`src/rtl/ram_arb_pkg.sv`:
```
// Shared definitions for the ram1 arbiter: default widths, port ids
// and the response-pipeline entry type.
package ram_arb_pkg;

    localparam int AW_DEF     = 8;
    localparam int DW_DEF     = 16;
    localparam int RD_LAT_DEF = 1;

    localparam logic PORT_IFETCH = 1'b0;
    localparam logic PORT_LSU    = 1'b1;

    typedef struct packed {
        logic valid;
        logic port_id;
    } rsp_ent_t;

endpackage

```
`src/rtl/rr_arb2.sv`:
```
// Two-input round-robin picker with a last-grant register.
// Ports: clk, reset, req[1:0], accept (transfer happened), gnt[1:0] one-hot.
module rr_arb2
    import ram_arb_pkg::*;
(
    input  logic       clk,
    input  logic       reset,
    input  logic [1:0] req,
    input  logic       accept,
    output logic [1:0] gnt
);

    logic last_grant;

    // Contention goes to the port that did not win last time.
    always_comb begin
        gnt = 2'b00;
        if (!reset) begin
            if (req == 2'b11)
                gnt = last_grant ? 2'b01 : 2'b10;
            else
                gnt = req;
        end
    end

    always_ff @(posedge clk or posedge reset) begin
        if (reset)
            last_grant <= PORT_LSU;
        else if (accept)
            last_grant <= gnt[1];
    end

endmodule

```
`src/rtl/ram_arbiter.sv`:
```
// Shares single-port ram1 between instruction fetch (port 0) and LSU (port 1).
// Ports: req/rsp handshakes per port, ram_addr/ram_din/ram_we to ram1, ram_dout back.
module ram_arbiter
    import ram_arb_pkg::*;
#(
    parameter int AW     = AW_DEF,
    parameter int DW     = DW_DEF,
    parameter int RD_LAT = RD_LAT_DEF
) (
    input  logic          clk,
    input  logic          reset,
    input  logic          req0_valid,
    input  logic          req0_we,
    input  logic [AW-1:0] req0_addr,
    input  logic [DW-1:0] req0_wdata,
    output logic          req0_ready,
    output logic          rsp0_valid,
    output logic [DW-1:0] rsp0_rdata,
    input  logic          req1_valid,
    input  logic          req1_we,
    input  logic [AW-1:0] req1_addr,
    input  logic [DW-1:0] req1_wdata,
    output logic          req1_ready,
    output logic          rsp1_valid,
    output logic [DW-1:0] rsp1_rdata,
    output logic [AW-1:0] ram_addr,
    output logic [DW-1:0] ram_din,
    output logic          ram_we,
    input  logic [DW-1:0] ram_dout
);

    logic [1:0]    gnt;
    logic          granted;
    logic          gport;
    logic          g_we;
    logic [AW-1:0] g_addr;
    logic [DW-1:0] g_wdata;
    logic [AW-1:0] addr_q;
    logic [DW-1:0] din_q;
    logic [DW-1:0] hold0;
    logic [DW-1:0] hold1;
    rsp_ent_t      pipe [RD_LAT];
    rsp_ent_t      head;

    rr_arb2 u_arb (
        .clk    (clk),
        .reset  (reset),
        .req    ({req1_valid, req0_valid}),
        .accept (granted),
        .gnt    (gnt)
    );

    // A grant is only issued to a valid port, so grant == accepted transfer.
    assign granted    = |gnt;
    assign gport      = gnt[1];
    assign req0_ready = gnt[0];
    assign req1_ready = gnt[1];

    always_comb begin
        g_we    = req0_we;
        g_addr  = req0_addr;
        g_wdata = req0_wdata;
        if (gport) begin
            g_we    = req1_we;
            g_addr  = req1_addr;
            g_wdata = req1_wdata;
        end
    end

    // Idle cycles replay the last granted address/data from the register.
    always_comb begin
        ram_we   = granted & g_we;
        ram_addr = addr_q;
        ram_din  = din_q;
        if (granted) begin
            ram_addr = g_addr;
            ram_din  = g_wdata;
        end
    end

    always_ff @(posedge clk or posedge reset) begin
        if (reset) begin
            addr_q <= '0;
            din_q  <= '0;
        end else if (granted) begin
            addr_q <= g_addr;
            din_q  <= g_wdata;
        end
    end

    always_ff @(posedge clk or posedge reset) begin
        if (reset) begin
            for (int i = 0; i < RD_LAT; i++)
                pipe[i] <= '0;
        end else begin
            pipe[0] <= '{valid: granted & ~g_we, port_id: gport};
            for (int i = 1; i < RD_LAT; i++)
                pipe[i] <= pipe[i-1];
        end
    end

    assign head       = pipe[RD_LAT-1];
    assign rsp0_valid = head.valid && (head.port_id == PORT_IFETCH);
    assign rsp1_valid = head.valid && (head.port_id == PORT_LSU);

    // Read data passes straight through while valid, then is held.
    assign rsp0_rdata = rsp0_valid ? ram_dout : hold0;
    assign rsp1_rdata = rsp1_valid ? ram_dout : hold1;

    always_ff @(posedge clk or posedge reset) begin
        if (reset) begin
            hold0 <= '0;
            hold1 <= '0;
        end else begin
            if (rsp0_valid)
                hold0 <= ram_dout;
            if (rsp1_valid)
                hold1 <= ram_dout;
        end
    end

endmodule

```
`config.mk`:
```
export PLATFORM = sky130hd
export DESIGN_NAME = ram_arbiter
export DESIGN_NICKNAME = d
export VERILOG_FILES = /design/src/rtl/ram_arb_pkg.sv /design/src/rtl/rr_arb2.sv /design/src/rtl/ram_arbiter.sv
export SDC_FILE = /design/constraint.sdc
export NUM_CORES = 1
export LEC_CHECK = 0
export ABC_AREA = 0
export ABC_CLOCK_PERIOD_IN_PS = 2400
export BUFFER_PORTS_ARGS = -buffer_cell sky130_fd_sc_hd__buf_2
export CAP_MARGIN = 20
export CORE_ASPECT_RATIO = 0.5
export CORE_UTILIZATION = 45
export DETAILED_ROUTE_END_ITERATION = 10
export GPL_ROUTABILITY_DRIVEN = 1
export HOLD_SLACK_MARGIN = 0.08
export MAX_ROUTING_LAYER = met4
export PLACE_DENSITY = 0.89
export REMOVE_ABC_BUFFERS = 1
export SYNTH_ARGS = -nofsm -noshare
export SYNTH_HDL_FRONTEND = slang
export SYNTH_HIERARCHICAL = 1
export SYNTH_SLANG_ARGS = --single-unit
```
`constraint.sdc`:
```
create_clock -name clk -period 2.4 [get_ports clk]
set_input_delay 0.36 -clock clk [delete_from_list [all_inputs] [get_ports clk]]
set_output_delay 0.36 -clock clk [all_outputs]
set_load 0.005 [all_outputs]
```
* Word-level counts from Yosys, hierarchy flattened
Cells that the tools add are included.
W data, S select, Z words.
** Operators by class
- Equality and inequality tests :: 1
- Muxes and demuxes :: 10
- Bitwise operators :: 4
- Reduce and logical (&&, ||, !) cells :: 3
** Operators with widths (number)
- $mux W16 :: 4
- $mux W8 :: 2
- $mux W2 :: 3
- $and A1 B1 Y1 :: 2
- $eq A2 B2 Y1 const B :: 1
- $logic_and A1 B1 Y1 :: 2
- $not A1 Y1 :: 2
- $reduce_or A2 Y1 :: 1
- $mux W1 :: 1
** Word-level totals
- Flip-flop bits (word level) :: 59
- Input bits :: 70
- Logic and storage cells :: 25

* Longest topological paths before layout
- Word-level depth :: 6
- Mapped depth :: 7
- Gate-level depth less buffers :: 5

* Modules after synthesis
The synthesis kept the hierarchy.
** By module, submodules not included
- ram_arbiter :: times used 1, cells an instance 186, area an instance 2446.1 sq um, sequential area each 1451.4 sq um
- rr_arb2 :: times used 1, cells an instance 8, area an instance 68.8 sq um, sequential area each 26.3 sq um

* Least setup slack after synthesis
Ideal clock, no wire load.
- Path kind :: flip-flop to output port
- Start :: register u_arb.last_grant
- End :: output port ram_addr[3]
- Data arrival time :: 1.407 ns
- Required time :: 2.040 ns
- Path slack :: 0.633 ns
- Stages on the path, launching flop included :: 7
- Path through :: dfstp_2 > nand2b_1 > and3_1 > buf_4 > buf_6 > mux2i_1 > o21ai_0
** Between the ends
- Longest elaborated chain between the ends :: 5
- Elaborated cells between the ends (all ways) :: 6
- Those cells by class :: 5 x mux; 1 x reduce/logical
** Ends and longest elaborated chain
- start, declared :: RTL line rr_arb2.sv:13 : logic last_grant;
- start signal, assigned :: RTL line rr_arb2.sv:30 : last_grant <= gnt[1];
- $mux W2 :: RTL line rr_arb2.sv:20 : gnt = last_grant ? 2'b01 : 2'b10;
- $mux W2 :: RTL line rr_arb2.sv:19 : if (req == 2'b11)
- $mux W2 :: RTL line rr_arb2.sv:18 : if (!reset) begin
- named net req0_ready :: RTL line ram_arbiter.sv:16 : output logic req0_ready,
- $reduce_or A2 Y1 :: RTL line ram_arbiter.sv:54 : assign granted = |gnt;
- $mux W8 :: RTL line ram_arbiter.sv:75 : if (granted) begin
- end, declared :: RTL line ram_arbiter.sv:26 : output logic [AW-1:0] ram_addr,
The timed path passes the listed nets, and every way through them passes these cells.

* Final worst setup path
- Start :: register u_arb.last_grant
- End :: output port ram_addr[5]
** Between the ends
- Longest elaborated chain between the ends :: 5
- Elaborated cells between the ends (all ways) :: 6
- Those cells by class :: 5 x mux; 1 x reduce/logical
** Ends and longest elaborated chain (RTL line)
- $mux W2 * :: rr_arb2.sv:20
- $mux W2 * :: rr_arb2.sv:19
- $mux W2 * :: rr_arb2.sv:18
- $mux W8 or $reduce_or A2 Y1 (tied branches) :: ram_arbiter.sv:63, ram_arbiter.sv:54
- $mux W8 * :: ram_arbiter.sv:75
Every way passes the cells marked *; elsewhere a longest branch is shown, timed or not.

==> reports/qor.yml <==
cts.sinks: 59
hold_class: "in2async"
num_io_pins: 131
period_needed_ns: 2.31
crit_path_cell_trace: "nand2b_1 > and3_1 > buf_6 > mux2i_1 > o21ai_0 > buf_2"
vias: 1966
start_util: 0.488
setup_tns_ns: 0
globalRoute.totalOverflow: 0
root_buffer: "clkbuf_8"
final_nets: 399
grt_max_degree: 31
ys_seq_elements: 59
wl_per_cell_um: 14.5
gp_congestion: 0.773
grt_pass1_wl_um: 8680
path_buf_inv: 2
rows: 18
avgViaCountPerCell: 4.88
critPathTopFamily: "flip-flops"
fmax_ghz: 0.434
report.final.slew_viol_count: 0
drt_iter0_drc: 57
insertion_delay_ns: 0.32
die_area_mm2: 0.00591
ir_drop_mv: 0.466
detail-route-antenna-nets: 0
pwr_density_cell_mw_per_mm2: 894
power_leakage_nw: 1.76
track_usage: 0.208
worst-setup-path-type: "reg2out"
yosysUniqueCellTypes: 20
cts_tree: "built"
fin_crit_sh: 0.961
crit_path_end_kind: "primary output"
finalHoldViolCount: 0
ys_seq_area_frac: 0.588
hpwl_um: 4390
synth.avg_cell_area_um2: 13.0
routed.top_layer: "met4"
max_slew_margin: 0.571
drcViolationCount: 0
wirelength_um: 5850
coreArea_mm2: 0.00516
clk_pin_slew_ns: 0.06
rsz0062_at_grt: "false"
slowest_stage: "dfstp_2"
skew_ns: 0.0103
wl_met2_um: 3210
drive_above_1_share: 0.562
cp_data_arrival_time_ns: 1.95
final_cell_mix: "130 x buf_2, 58 x dfrtp_1, 26 x nand2_1"
outcome: "completed"
die_w_um: 108
synth_area_mm2: 0.00251
place_area_mm2: 0.00322
num_antenna_cells: 0
worst_pin_slew_ns: 0.643
required_ns: 2.04
post_cts_buffers: 0
port_buffers: 130
syn2layout_area_growth_pct: 37.1
clockBufferDepth: 2
finalSetupViolCount: 0
maxCapViolCount: 0
firstDrtPassIters: 4
die_h_um: 54.9
design_area_mm2: 0.00345
dr_wl_met3_um: 243
layout_commonest_cell: "buf_2"
antenna_found_initial: 0
cts_buffers: 9
wl_met1_um: 2360
critPathLaunchType: "flop"
max_stage_delay_ns: 0.55
yosys_warnings: 6
htree_levels: 3
grt_pass1_vias: 1848
syn_inst: 194
cp_max_fo: 17
## synth_stat cells
library cell / instances / area [um^2]
a41o_1: 1 / 10.0
and3_1: 2 / 12.5
buf_12: 1 / 20.0
buf_2: 3 / 15.0
buf_4: 1 / 7.51
buf_6: 3 / 33.8
clkbuf_1: 4 / 15.0
dfrtp_1: 58 / 1450
dfstp_2: 1 / 26.3
inv_1: 6 / 22.5
mux2_2: 23 / 259
mux2_4: 9 / 135
mux2i_1: 24 / 240
nand2_1: 26 / 97.6
nand2_2: 1 / 6.26
nand2b_1: 3 / 18.8
nor2b_1: 1 / 6.26
o21ai_0: 25 / 125
o22ai_1: 1 / 6.26
or2_2: 1 / 6.26
## flip-flops by register name, summed over array words and instances (netlist names)
signal            count
hold1                16
u_arb/last_grant      1
head                  2
din_q                16
addr_q                8
hold0                16
## worst paths after layout
kind	end	start	cells past startpoint	slack (ns)
worst max register to register	u_arb/last_grant	u_arb/last_grant	6	0.71
worst min register to register	hold1[8]	hold1[8]	1	0.50
min in group clk	head[1]	req0_we	2	0.24
worst min-delay path	u_arb/last_grant	reset	2	0.1
worst max-delay path	ram_addr[5]	u_arb/last_grant	6	0.09
max in group asynchronous	hold0[11]	reset	3	1.69
## what timing repair did
action                                  in CTS  in global routing
hold buffers                                 0                  0
endpoints found under the setup margin       0                 13
gates resized for setup                      0                  2
## through the flow
| stage | std cells | setup WS (ns) | hold WS (ns) | power, mW | util |
|---|---|---|---|---|---|
| global route | 403 | 0.00866 | 0.0861 | 3.26 | 0.669 |
| detailed placement | 388 | 0.398 | 0.431 | 2.10 | 0.624 |
| finish | 403 | 0.0934 | 0.0971 | 3.08 | 0.669 |
| CTS | 403 | 0.0297 | 0.0829 | 3.12 | 0.668 |
| floorplan | 182 | 0.0831 | 0.285 | 1.71 | - |
| global placement | 388 | 0.457 | 0.419 | 2.05 | 0.624 |
## final cells by class
cell class	instances	area (um^2)
clock buffers	11	151
clock inverters	4	73.8
fillers	410	1710
inverters	6	22.5
multi-input cells	117	923
flip-flops and latches	59	1480
well taps	70	87.6
repair buffers	136	712
## worst reg2reg max path: cells and delay by family, from the launching register on
family	cells	cell delay [ns]
AO/OA/AOI/OAI	1	0.12
buffers and inverters	1	0.21
flip-flops	1	0.55
AND/OR/NAND/NOR	4	0.76
## cells by family (layout without fill, tap and decap cells)
logic type | after synthesis | in the layout | share of synthesized area
buf+inv | 18 | 157 | 0.0453
compound gates | 27 | 27 | 0.0562
simple gates | 34 | 34 | 0.0587
flops | 59 | 59 | 0.588
mux | 56 | 56 | 0.252
## layer usage
layer  GRT usage  up-vias
met4      0.0708        0
met1       0.225      977
met3      0.0643        4
li1            -      938
met2       0.376       47
met5           -        -
## power by group
| part | total, mW | switching (mW) | leakage (nW) | internal (mW) |
|---|---|---|---|---|
| logic | 0.769 | 0.349 | 0.947 | 0.420 |
| registers | 1.31 | 0.0682 | 0.702 | 1.24 |
| clock network | 1.01 | 0.371 | 0.115 | 0.636 |
Power figures use the tool's default switching activity.
